===== config.mk =====
export PLATFORM = sky130hd
export DESIGN_NAME = flag_branch_unit
export DESIGN_NICKNAME = d
export VERILOG_FILES = /design/src/rtl/flag_pkg.sv /design/src/rtl/cond_eval.sv /design/src/rtl/flag_branch_unit.sv
export SDC_FILE = /design/constraint.sdc
export NUM_CORES = 1
export LEC_CHECK = 0
export BUFFER_PORTS_ARGS = -buffer_cell sky130_fd_sc_hd__buf_2
export CORE_AREA = 2 2 39 41
export DETAILED_ROUTE_END_ITERATION = 6
export DIE_AREA = 0 0 41 43
export HOLD_SLACK_MARGIN = 0.08
export PLACE_DENSITY_LB_ADDON = 0.08
export SLEW_MARGIN = 20
export SYNTH_ARGS = -nofsm -noshare
export SYNTH_HDL_FRONTEND = slang
export SYNTH_SLANG_ARGS = --single-unit

===== constraint.sdc =====
create_clock -name clk -period 2.9 [get_ports clk]
set_clock_uncertainty 0.15 [all_clocks]
set_input_delay 0.725 -clock clk [delete_from_list [all_inputs] [get_ports clk]]
set_output_delay 0.725 -clock clk [all_outputs]
set_load 0.01 [all_outputs]

===== src/rtl/flag_pkg.sv =====
// rtl/flag_pkg.sv - condition codes, flag bit indices and FSM states for the flag/branch unit
package flag_pkg;

  localparam logic [2:0] COND_NE     = 3'b000;
  localparam logic [2:0] COND_EQ     = 3'b001;
  localparam logic [2:0] COND_GT     = 3'b010;
  localparam logic [2:0] COND_LT     = 3'b011;
  localparam logic [2:0] COND_GTE    = 3'b100;
  localparam logic [2:0] COND_LTE    = 3'b101;
  localparam logic [2:0] COND_OVFL   = 3'b110;
  localparam logic [2:0] COND_UNCOND = 3'b111;

  localparam int FLAG_N = 2;
  localparam int FLAG_Z = 1;
  localparam int FLAG_V = 0;

  typedef enum logic {
    ST_IDLE = 1'b0,
    ST_WAIT = 1'b1
  } state_t;

endpackage


===== src/rtl/cond_eval.sv =====
// rtl/cond_eval.sv - combinational branch condition evaluation against {N,Z,V}
module cond_eval
  import flag_pkg::*;
(
  input  logic [2:0] cond,
  input  logic [2:0] flags,
  output logic       taken
);

  logic n, z, v;

  assign n = flags[FLAG_N];
  assign z = flags[FLAG_Z];
  assign v = flags[FLAG_V];

  always_comb begin
    taken = 1'b0;
    case (cond)
      COND_NE:     taken = ~z;
      COND_EQ:     taken = z;
      COND_GT:     taken = ~z & ~n;
      COND_LT:     taken = n;
      COND_GTE:    taken = z | ~n;
      COND_LTE:    taken = n | z;
      COND_OVFL:   taken = v;
      COND_UNCOND: taken = 1'b1;
      default:     taken = 1'b0;
    endcase
  end

endmodule


===== src/rtl/flag_branch_unit.sv =====
// rtl/flag_branch_unit.sv - flag register, flag RAW stall FSM and registered branch resolution
module flag_branch_unit
  import flag_pkg::*;
#(
  parameter int DATA_W = 16
) (
  input  logic              clk,
  input  logic              rst_n,
  input  logic              ex_valid,
  input  logic [2:0]        ex_flag_we,
  input  logic [DATA_W-1:0] ex_result,
  input  logic              ex_n,
  input  logic              ex_v,
  input  logic              flush,
  input  logic              id_br_valid,
  input  logic [2:0]        id_br_cond,
  output logic              id_br_ready,
  output logic              br_resolve_valid,
  output logic              br_taken,
  output logic [2:0]        flags_q
);

  state_t     state;
  logic       hazard;
  logic       cond_taken;
  logic [2:0] flags_new;

  assign hazard      = ex_valid & (|ex_flag_we);
  assign id_br_ready = id_br_valid & ~hazard & ~flush;

  always_comb begin
    flags_new         = 3'b000;
    flags_new[FLAG_N] = ex_n;
    flags_new[FLAG_Z] = ~(|ex_result);
    flags_new[FLAG_V] = ex_v;
  end

  // Accept only happens when no flag write is in flight, so flags_q is current here.
  cond_eval u_cond_eval (
    .cond  (id_br_cond),
    .flags (flags_q),
    .taken (cond_taken)
  );

  always_ff @(posedge clk or negedge rst_n) begin
    if (!rst_n) begin
      state            <= ST_IDLE;
      flags_q          <= 3'b000;
      br_resolve_valid <= 1'b0;
      br_taken         <= 1'b0;
    end else begin
      for (int i = 0; i < 3; i++) begin
        if (ex_valid && ex_flag_we[i]) flags_q[i] <= flags_new[i];
      end

      br_resolve_valid <= id_br_ready;
      if (id_br_ready) br_taken <= cond_taken;

      case (state)
        ST_IDLE: if (id_br_valid && hazard && !flush) state <= ST_WAIT;
        ST_WAIT: if (flush || !id_br_valid || id_br_ready) state <= ST_IDLE;
        default: state <= ST_IDLE;
      endcase
    end
  end

endmodule


Word-level counts from Yosys, hierarchy flattened
Cells that the tools add are included.
- bits of input ports: 29
- logic and storage cells: 30
- output and inout bits: 6
- flip-flop bits (word level): 5
- muxes and demuxes: 1
- bitwise operators: 11
- equal/unequal tests: 7
- reductions and logical operators: 6
- operators by type and width (cell ; number):
    OR reduction 16 bit ; 1
    equality test 3 bit (second input constant) ; 4
    case mux 1 bit (8 select lines) ; 1
    equality test 3 x 2 -> 1 bit (second input constant) ; 2
    inverter 1 bit ; 5
    bitwise AND 1 bit ; 4
    equality test 3 x 1 -> 1 bit (second input constant) ; 1
    logical AND 1 bit ; 3
    logical NOT 3 bit ; 1
    OR reduction 3 bit ; 1
    OR 1 bit ; 2

Depth between registers and ports, before layout
Gate-level depths: netlist of the first run.
- word-level depth: 5
- depth in mapped cells: 4
- mapped depth without buffers: 4

Modules after synthesis
Synthesis of the first run repeated with hierarchy kept, for this count alone.
- cells, all modules: 31
- area total of the unflattened synthesis: 312.8 um^2
- by module, submodules not included (module ; instances ; area an instance (um^2) ; cells each):
    flag_branch_unit ; 1 ; 236.5 ; 20
    cond_eval ; 1 ; 76.3 ; 11

Least setup slack after synthesis of the first run
Ideal clock, no wire load.
- kind: input to output
- start: in ex_flag_we[0]
- end: out id_br_ready
- buffers on the path: 0
- required time: 2.025 ns
- setup slack: 0.716 ns
- cell stages on the path: 2
- arrival: 1.309 ns
- cells stage by stage: o31a_1 -> nor3b_2
- cells in the longest elaborated chain, start to end: 5
- ends and longest elaborated chain (what ; line ; source):
    start: declaration ; flag_branch_unit.sv:10 ; input logic [2:0] ex_flag_we,
    OR reduction 3 bit ; flag_branch_unit.sv:28 ; assign hazard = ex_valid & (|ex_flag_we);
    bitwise AND 1 bit ; flag_branch_unit.sv:28 ;
    inverter 1 bit ; flag_branch_unit.sv:29 ; assign id_br_ready = id_br_valid & ~hazard & ~flush;
    bitwise AND 1 bit (2 in a row) ; flag_branch_unit.sv:29 ;
    end: declaration ; flag_branch_unit.sv:17 ; output logic id_br_ready,
No other way between the ends.

Final worst setup path of the first run
Ends and elaborated chain as after synthesis.

==> results of run 1 <==
-- metal layers --
layer	part of all wire [%]	vias to the layer above	GRT usage, %
li1	-	194	-
met5	0	-	0
met2	57	10	18.8
met4	0	0	4.00
met3	7.1	0	6.28
met1	36	178	12.7
-- per-stage QoR --
| step | total power [mW] | cell area (um2) |
|---|---|---|
| 6_report | 0.216 | 513 |
| 5_1_grt | 0.231 | 513 |
| 4_1_cts | 0.221 | 513 |
| 3_5_place_dp | 0.141 | 487 |
| 3_3_place_gp | 0.140 | 487 |
| 2_1_floorplan | 0.107 | 297 |
-- power by group through the flow --
stage | registers (mW) | clock network (mW) | logic (mW)
floorplan | 0.0876 | 0 | 0.0193
global placement | 0.0845 | 0 | 0.0558
detailed placement | 0.0848 | 0 | 0.0559
CTS | 0.0838 | 0.0813 | 0.0560
global route | 0.0841 | 0.0847 | 0.0620
finish | 0.0833 | 0.0776 | 0.0552
-- kinds of logic after synthesis --
logic type       Yosys count  share of synthesized area, %
AND/OR/NAND/NOR           16                          29.1
AO/OA/AOI/OAI              6                          14.3
flip-flops                 5                          42.2
multiplexers               4                          14.3
-- how the worst min path moves through the flow --
stage | slack, ns | endpoint
4_1_cts | 0.14 | br_taken
3_5_place_dp | 0.39 | br_taken
3_3_place_gp | 0.39 | br_taken
6_report | 0.14 | br_taken
5_1_grt | 0.13 | br_taken
2_1_floorplan | 0.28 | br_resolve_valid
-- synth_stat cells --
| cell | count | share of area (%) |
|---|---|---|
| sky130_fd_sc_hd__mux2i_1 | 2 | 6.8 |
| sky130_fd_sc_hd__nand2b_1 | 2 | 4.2 |
| sky130_fd_sc_hd__o31a_1 | 1 | 3.0 |
| sky130_fd_sc_hd__nor4_1 | 4 | 8.4 |
| sky130_fd_sc_hd__dfrtp_1 | 5 | 42 |
| sky130_fd_sc_hd__mux2_2 | 2 | 7.6 |
| sky130_fd_sc_hd__nor3b_2 | 1 | 4.2 |
| sky130_fd_sc_hd__a31oi_1 | 1 | 2.1 |
| sky130_fd_sc_hd__a21o_1 | 1 | 2.5 |
| sky130_fd_sc_hd__a21oi_1 | 1 | 1.7 |
| sky130_fd_sc_hd__nor2_1 | 2 | 2.5 |
| sky130_fd_sc_hd__nand2_1 | 6 | 7.6 |
| sky130_fd_sc_hd__nand4_1 | 1 | 2.1 |
| sky130_fd_sc_hd__a221o_1 | 1 | 3.4 |
| sky130_fd_sc_hd__o21ai_0 | 1 | 1.7 |
-- state kept, by name (all words and copies together), names as in the netlist --
| signal | count |
|---|---|
| flags_q | 3 |
| br_taken | 1 |
| br_resolve_valid | 1 |
-- cells in the final DEF (no fill, tap or decap), drive strengths merged, types with 2 or more instances in the layout --
master and count:
mux2 2, nand2b 2, nand2 6, dfrtp 5, nor4 4, mux2i 2, clkbuf 4, buf 34
nor2 2
-- layout make-up --
class                   count  area, um2
clock buffers               4       26.3
flip-flops and latches      5        125
repair buffers             34        170
well taps                  16       20.0
multi-input cells          26        171
fillers                   155        871
==> reports/qor.txt, run 1 <==
SETUP PATH
--------------------------------------------------------------------------------------
Worst endpoint data arrival time ........................................      1.58 ns
Type of element capturing the critical path .............................  output port
Worst Path Max Fanout ...................................................            4
Reg-to-reg endpoint .....................................................     br_taken
Startpoint class of the critical path ................................... primary input
Most common cell on crit path ........................................... sky130_fd_sc_hd__buf_2
Worst setup path end ....................................................  id_br_ready
Critical path, cell by cell ............................................. buf_2 -> o31a_1 -> nor3b_2 -> buf_2
Delay-heaviest family, CP ............................................... compound AO/OA/AOI/OAI gates
Logic depth of the worst register-to-register path ......................            4
Required time of the critical path ......................................      2.03 ns
Critical path class .....................................................    in -> out
Critical path's largest stage delay .....................................      0.31 ns
Startpoint of the lowest-slack register-to-register path ................   flags_q[1]
Critical path buffer and inverter count .................................            2
Flop-to-flop setup slack ................................................      1.63 ns
WP depth ................................................................            4
Critical path startpoint ................................................ ex_flag_we[0]
Slowest library cell on the worst path .................................. sky130_fd_sc_hd__o31a_1

LOGIC SYNTHESIS
--------------------------------------------------------------------------------------
Net count of the mapped netlist .........................................           60
Number of warning messages in the yosys log .............................            0
Number of instances in the synthesized netlist ..........................           31
Average footprint of a synthesized cell .................................     9.57 um2
Number of flip-flops and latches in the synthesized netlist .............            5
Number of distinct standard cells referenced by the synthesized netlist .           15
Post-Synthesis Cell Area ................................................      297 um2
Sequential cell area fraction in the yosys report .......................        42.2%

STA
--------------------------------------------------------------------------------------
Maximum clock frequency .................................................    0.408 GHz
Setup slack of the critical path after layout ...........................     0.449 ns
Final hold violations ...................................................            0
Share of the clock period used by the worst path ........................        84.5%
Unrepaired setup endpoints after global routing .........................           no
Final total negative setup slack ........................................         0 ns
Number of setup violations in the final report ..........................            0
Worst-Margin Slew .......................................................     0.257 ns
Slew Limit Fails ........................................................            0
Time the final worst path needs with I/O delays and setup ...............      2.45 ns
Worst max-slew margin expressed relative to the limit ...................        82.7%
Smallest hold slack .....................................................     0.142 ns

PLACE
--------------------------------------------------------------------------------------
Worst setup timing slack at the placement stage .........................     0.446 ns
Global placer's final weighted congestion ...............................        0.604
Detailed placement HPWL .................................................       752 um
Number of buffers added on ports ........................................           34
# placed instances ......................................................           81

CTS
--------------------------------------------------------------------------------------
Worst-skew pair later-pin latency .......................................      0.24 ns
Gates resized, CTS repair ...............................................            0
Clock transition at path regs ...........................................      0.04 ns
Number of clock sinks seen by CTS .......................................            5
Hold buffer count at CTS ................................................            0
CTS tree ................................................................        built
CTS buffer count ........................................................            3
Maximum level of the CTS H-tree .........................................            1
CTS root buf ............................................................ sky130_fd_sc_hd__clkbuf_4
Post CTS Setup Buffer Count .............................................            0
CTS max path bufs .......................................................            2

MIN PATH
--------------------------------------------------------------------------------------
Worst hold path type ....................................................  in -> async

POWER AND IR DROP
--------------------------------------------------------------------------------------
VDD IR max ..............................................................       107 uV
Part of the power in registers ..........................................        38.6%
Cell area power density .................................................   421 nW/um2
Switching share of power ................................................        25.5%
Cell-internal power .....................................................     0.161 mW
LEAKAGE .................................................................     0.281 nW
Clk pwr share ...........................................................        35.9%
Proportion of power drawn by combinational gates ........................        25.5%
Net switching power .....................................................    0.0552 mW

DETAILED ROUTING
--------------------------------------------------------------------------------------
Final routed DRC violation total ........................................            0
Antenna violation net count after detailed routing ......................            0
Detailed Route WL .......................................................       865 um
Total via count in the routed design ....................................          382
First-pass DRT Iterations ...............................................            4
Post-detailed-route via-to-cell ratio ...................................         4.49
Starting DRC count in detailed routing ..................................            8
Routed WL per cell ......................................................      10.2 um

FINISH
--------------------------------------------------------------------------------------
Final-stage net count ...................................................           99
Fraction of layout cells with a size suffix above 1 .....................        58.0%
Antenna Diode Count .....................................................            0
Layout overhead on the synthesized area .................................        73.0%
Fin cells ...............................................................           85
Final design utilization ................................................        37.1%

GLOBAL ROUTING
--------------------------------------------------------------------------------------
First-pass GRT wire length ..............................................      1.37 mm
Antenna violations before repair ........................................            0
Leftover overflow at the end of global routing ..........................            0
Tot GR Track Use ........................................................        11.8%
Via count of the first global-routing pass ..............................          341
Pin count of the biggest net entering global routing ....................            6

DIE
--------------------------------------------------------------------------------------
Die height ..............................................................        43 um
Number of top-level design ports ........................................           35
Width of the die ........................................................        41 um
Core region area ........................................................     1380 um2
Effective utilization at floorplan ......................................        21.4%
Core Rows ...............................................................           14
Full die area ...........................................................     1760 um2

STATUS
--------------------------------------------------------------------------------------
Run status ..............................................................    completed

RUN
--------------------------------------------------------------------------------------
MaxCap Viol Count .......................................................            0

(Power assumes the default switching activity.)
==> run 2, diff against run 1 <==
==> constraint.sdc (replaced) <==
create_clock -name clk -period 2.5 [get_ports clk]
set_clock_uncertainty 0.15 [all_clocks]
set_input_delay 0.625 -clock clk [delete_from_list [all_inputs] [get_ports clk]]
set_output_delay 0.625 -clock clk [all_outputs]
set_load 0.01 [all_outputs]
==> reports/qor.txt, run 2 (synthesis gave the netlist of run 1 again) <==
STATUS
-------------------------------------------------------------------------------------
Run status .............................................................    completed

CTS
-------------------------------------------------------------------------------------
CTS max path bufs ......................................................            2
Gates resized, CTS repair ..............................................            0
Hold buffer count at CTS ...............................................            1
Worst-skew pair later-pin latency ......................................      0.24 ns
Maximum level of the CTS H-tree ........................................            1
Number of clock sinks seen by CTS ......................................            5
Post CTS Setup Buffer Count ............................................            0
CTS root buf ........................................................... sky130_fd_sc_hd__clkbuf_4
CTS buffer count .......................................................            3
CTS tree ...............................................................        built
Clock transition at path regs ..........................................      0.04 ns

MIN PATH
-------------------------------------------------------------------------------------
Worst hold path type ...................................................   reg -> reg

DETAILED ROUTING
-------------------------------------------------------------------------------------
Post-detailed-route via-to-cell ratio ..................................         4.37
Total via count in the routed design ...................................          380
Routed WL per cell .....................................................      10.2 um
Antenna violation net count after detailed routing .....................            0
First-pass DRT Iterations ..............................................            4
Detailed Route WL ......................................................       889 um
Final routed DRC violation total .......................................            0
Starting DRC count in detailed routing .................................            5

STA
-------------------------------------------------------------------------------------
Setup slack of the critical path after layout ..........................     0.355 ns
Number of setup violations in the final report .........................            0
Share of the clock period used by the worst path .......................        85.8%
Unrepaired setup endpoints after global routing ........................           no
Maximum clock frequency ................................................    0.466 GHz
Final hold violations ..................................................            0
Time the final worst path needs with I/O delays and setup ..............      2.15 ns
Worst-Margin Slew ......................................................     0.256 ns
Slew Limit Fails .......................................................            0
Worst max-slew margin expressed relative to the limit ..................        82.8%
Final total negative setup slack .......................................         0 ns

DIE
-------------------------------------------------------------------------------------
Number of top-level design ports .......................................           35
Core Rows ..............................................................           14
Core region area .......................................................     1380 um2
Die height .............................................................        43 um
Effective utilization at floorplan .....................................        21.4%
Width of the die .......................................................        41 um
Full die area ..........................................................     1760 um2

FINISH
-------------------------------------------------------------------------------------
Final design utilization ...............................................        38.3%
Final-layout fill cell count ...........................................          163
Antenna Diode Count ....................................................            0
Most frequent standard cell in the layout excluding fill and tap cells . sky130_fd_sc_hd__buf_2
Total non-filler cell area in the finished layout ......................      531 um2
Layout overhead on the synthesized area ................................        78.9%
Fraction of layout cells with a size suffix above 1 ....................        57.7%
Max reg flops ..........................................................            3
Most flop-heavy register ...............................................      flags_q
Regs by FF count ....................................................... flags_q: 3 flops, br_resolve_valid: 1 flops, br_taken: 1 flops
Leading cell types in the layout, fill and taps excluded ............... sky130_fd_sc_hd__buf_2 (34), sky130_fd_sc_hd__nand2_1 (6), sky130_fd_sc_hd__dfrtp_1 (5)
Final-stage net count ..................................................          101

POWER AND IR DROP
-------------------------------------------------------------------------------------
Total power consumption of the routed design ...........................     0.256 mW
VDD IR max .............................................................       357 uV
Cell area power density ................................................   482 nW/um2
LEAKAGE ................................................................     0.290 nW

GLOBAL ROUTING
-------------------------------------------------------------------------------------
Via count of the first global-routing pass .............................          344
Pin count of the biggest net entering global routing ...................            6
Tot GR Track Use .......................................................        13.2%
First-pass GRT wire length .............................................      1.50 mm
Leftover overflow at the end of global routing .........................            0
Antenna violations before repair .......................................            0

SETUP PATH
-------------------------------------------------------------------------------------
Critical path startpoint ............................................... ex_flag_we[0]
Worst Path Max Fanout ..................................................            2
Flop-to-flop setup slack ...............................................      1.22 ns
Startpoint class of the critical path .................................. primary input
Type of element capturing the critical path ............................  output port
Critical path class ....................................................    in -> out
Startpoint of the lowest-slack register-to-register path ...............   flags_q[1]
Reg-to-reg endpoint ....................................................     br_taken
Required time of the critical path .....................................      1.73 ns
Worst setup path end ...................................................  id_br_ready
Logic depth of the worst register-to-register path .....................            4
Worst endpoint data arrival time .......................................      1.37 ns

PLACE
-------------------------------------------------------------------------------------
Worst setup timing slack at the placement stage ........................     0.341 ns
Number of buffers added on ports .......................................           34
Detailed placement HPWL ................................................       788 um
Global placer's final weighted congestion ..............................        0.601
Total placed instance area .............................................      494 um2

RUN
-------------------------------------------------------------------------------------
MaxCap Viol Count ......................................................            0

run 2: cell types whose count changed in the layout (fill, tap and decap cells not counted):
cell | before | now
sky130_fd_sc_hd__dlygate4sd3_1 | 0 | 1
sky130_fd_sc_hd__buf_4 | 0 | 1
run 2: routing by layer:
layer | routed length (um) | global-route usage (%)
met1 | 348 | 14.1
met3 | 58 | 9.42
met2 | 483 | 20.0
met5 | 0 | 0
met4 | 0 | 4.00
run 2: worst min path at each step:
stage | cells after the start | from | endpoint
finish | 2 | br_taken | br_taken
global route | 1 | flags_q[0] | flags_q[0]
CTS | 2 | br_taken | br_taken
detailed placement | 1 | rst_n | br_taken
global placement | 1 | rst_n | br_taken
floorplan | 0 | rst_n | br_resolve_valid
run 2: worst max-delay path: stages:
cell                      delay, ns
sky130_fd_sc_hd__buf_2         0.10
sky130_fd_sc_hd__o31a_1        0.30
sky130_fd_sc_hd__nor3b_2       0.18
sky130_fd_sc_hd__buf_2         0.16
run 2: where the power goes:
part           total (mW)  switching, mW  internal [mW]
sequential         0.0967        0.00648         0.0902
combinational      0.0658         0.0277         0.0380
clock              0.0932         0.0329         0.0603
run 2: area by class of cell:
cell class,instances,area (um2),share of cell area [%]
tap,16,20.0,3.77
clock buffer,4,26.3,4.95
multi-input combinational,26,171,32.3
timing repair buffer,36,188,35.4
sequential,5,125,23.6
run 2: metrics by stage:
step / instances / hold slack (ns)
after global placement: 82 / 0.296
after CTS: 87 / 0.399
after global routing: 87 / 0.421
after floorplan: 31 / 0.179
after detailed placement: 82 / 0.294
final: 87 / 0.397
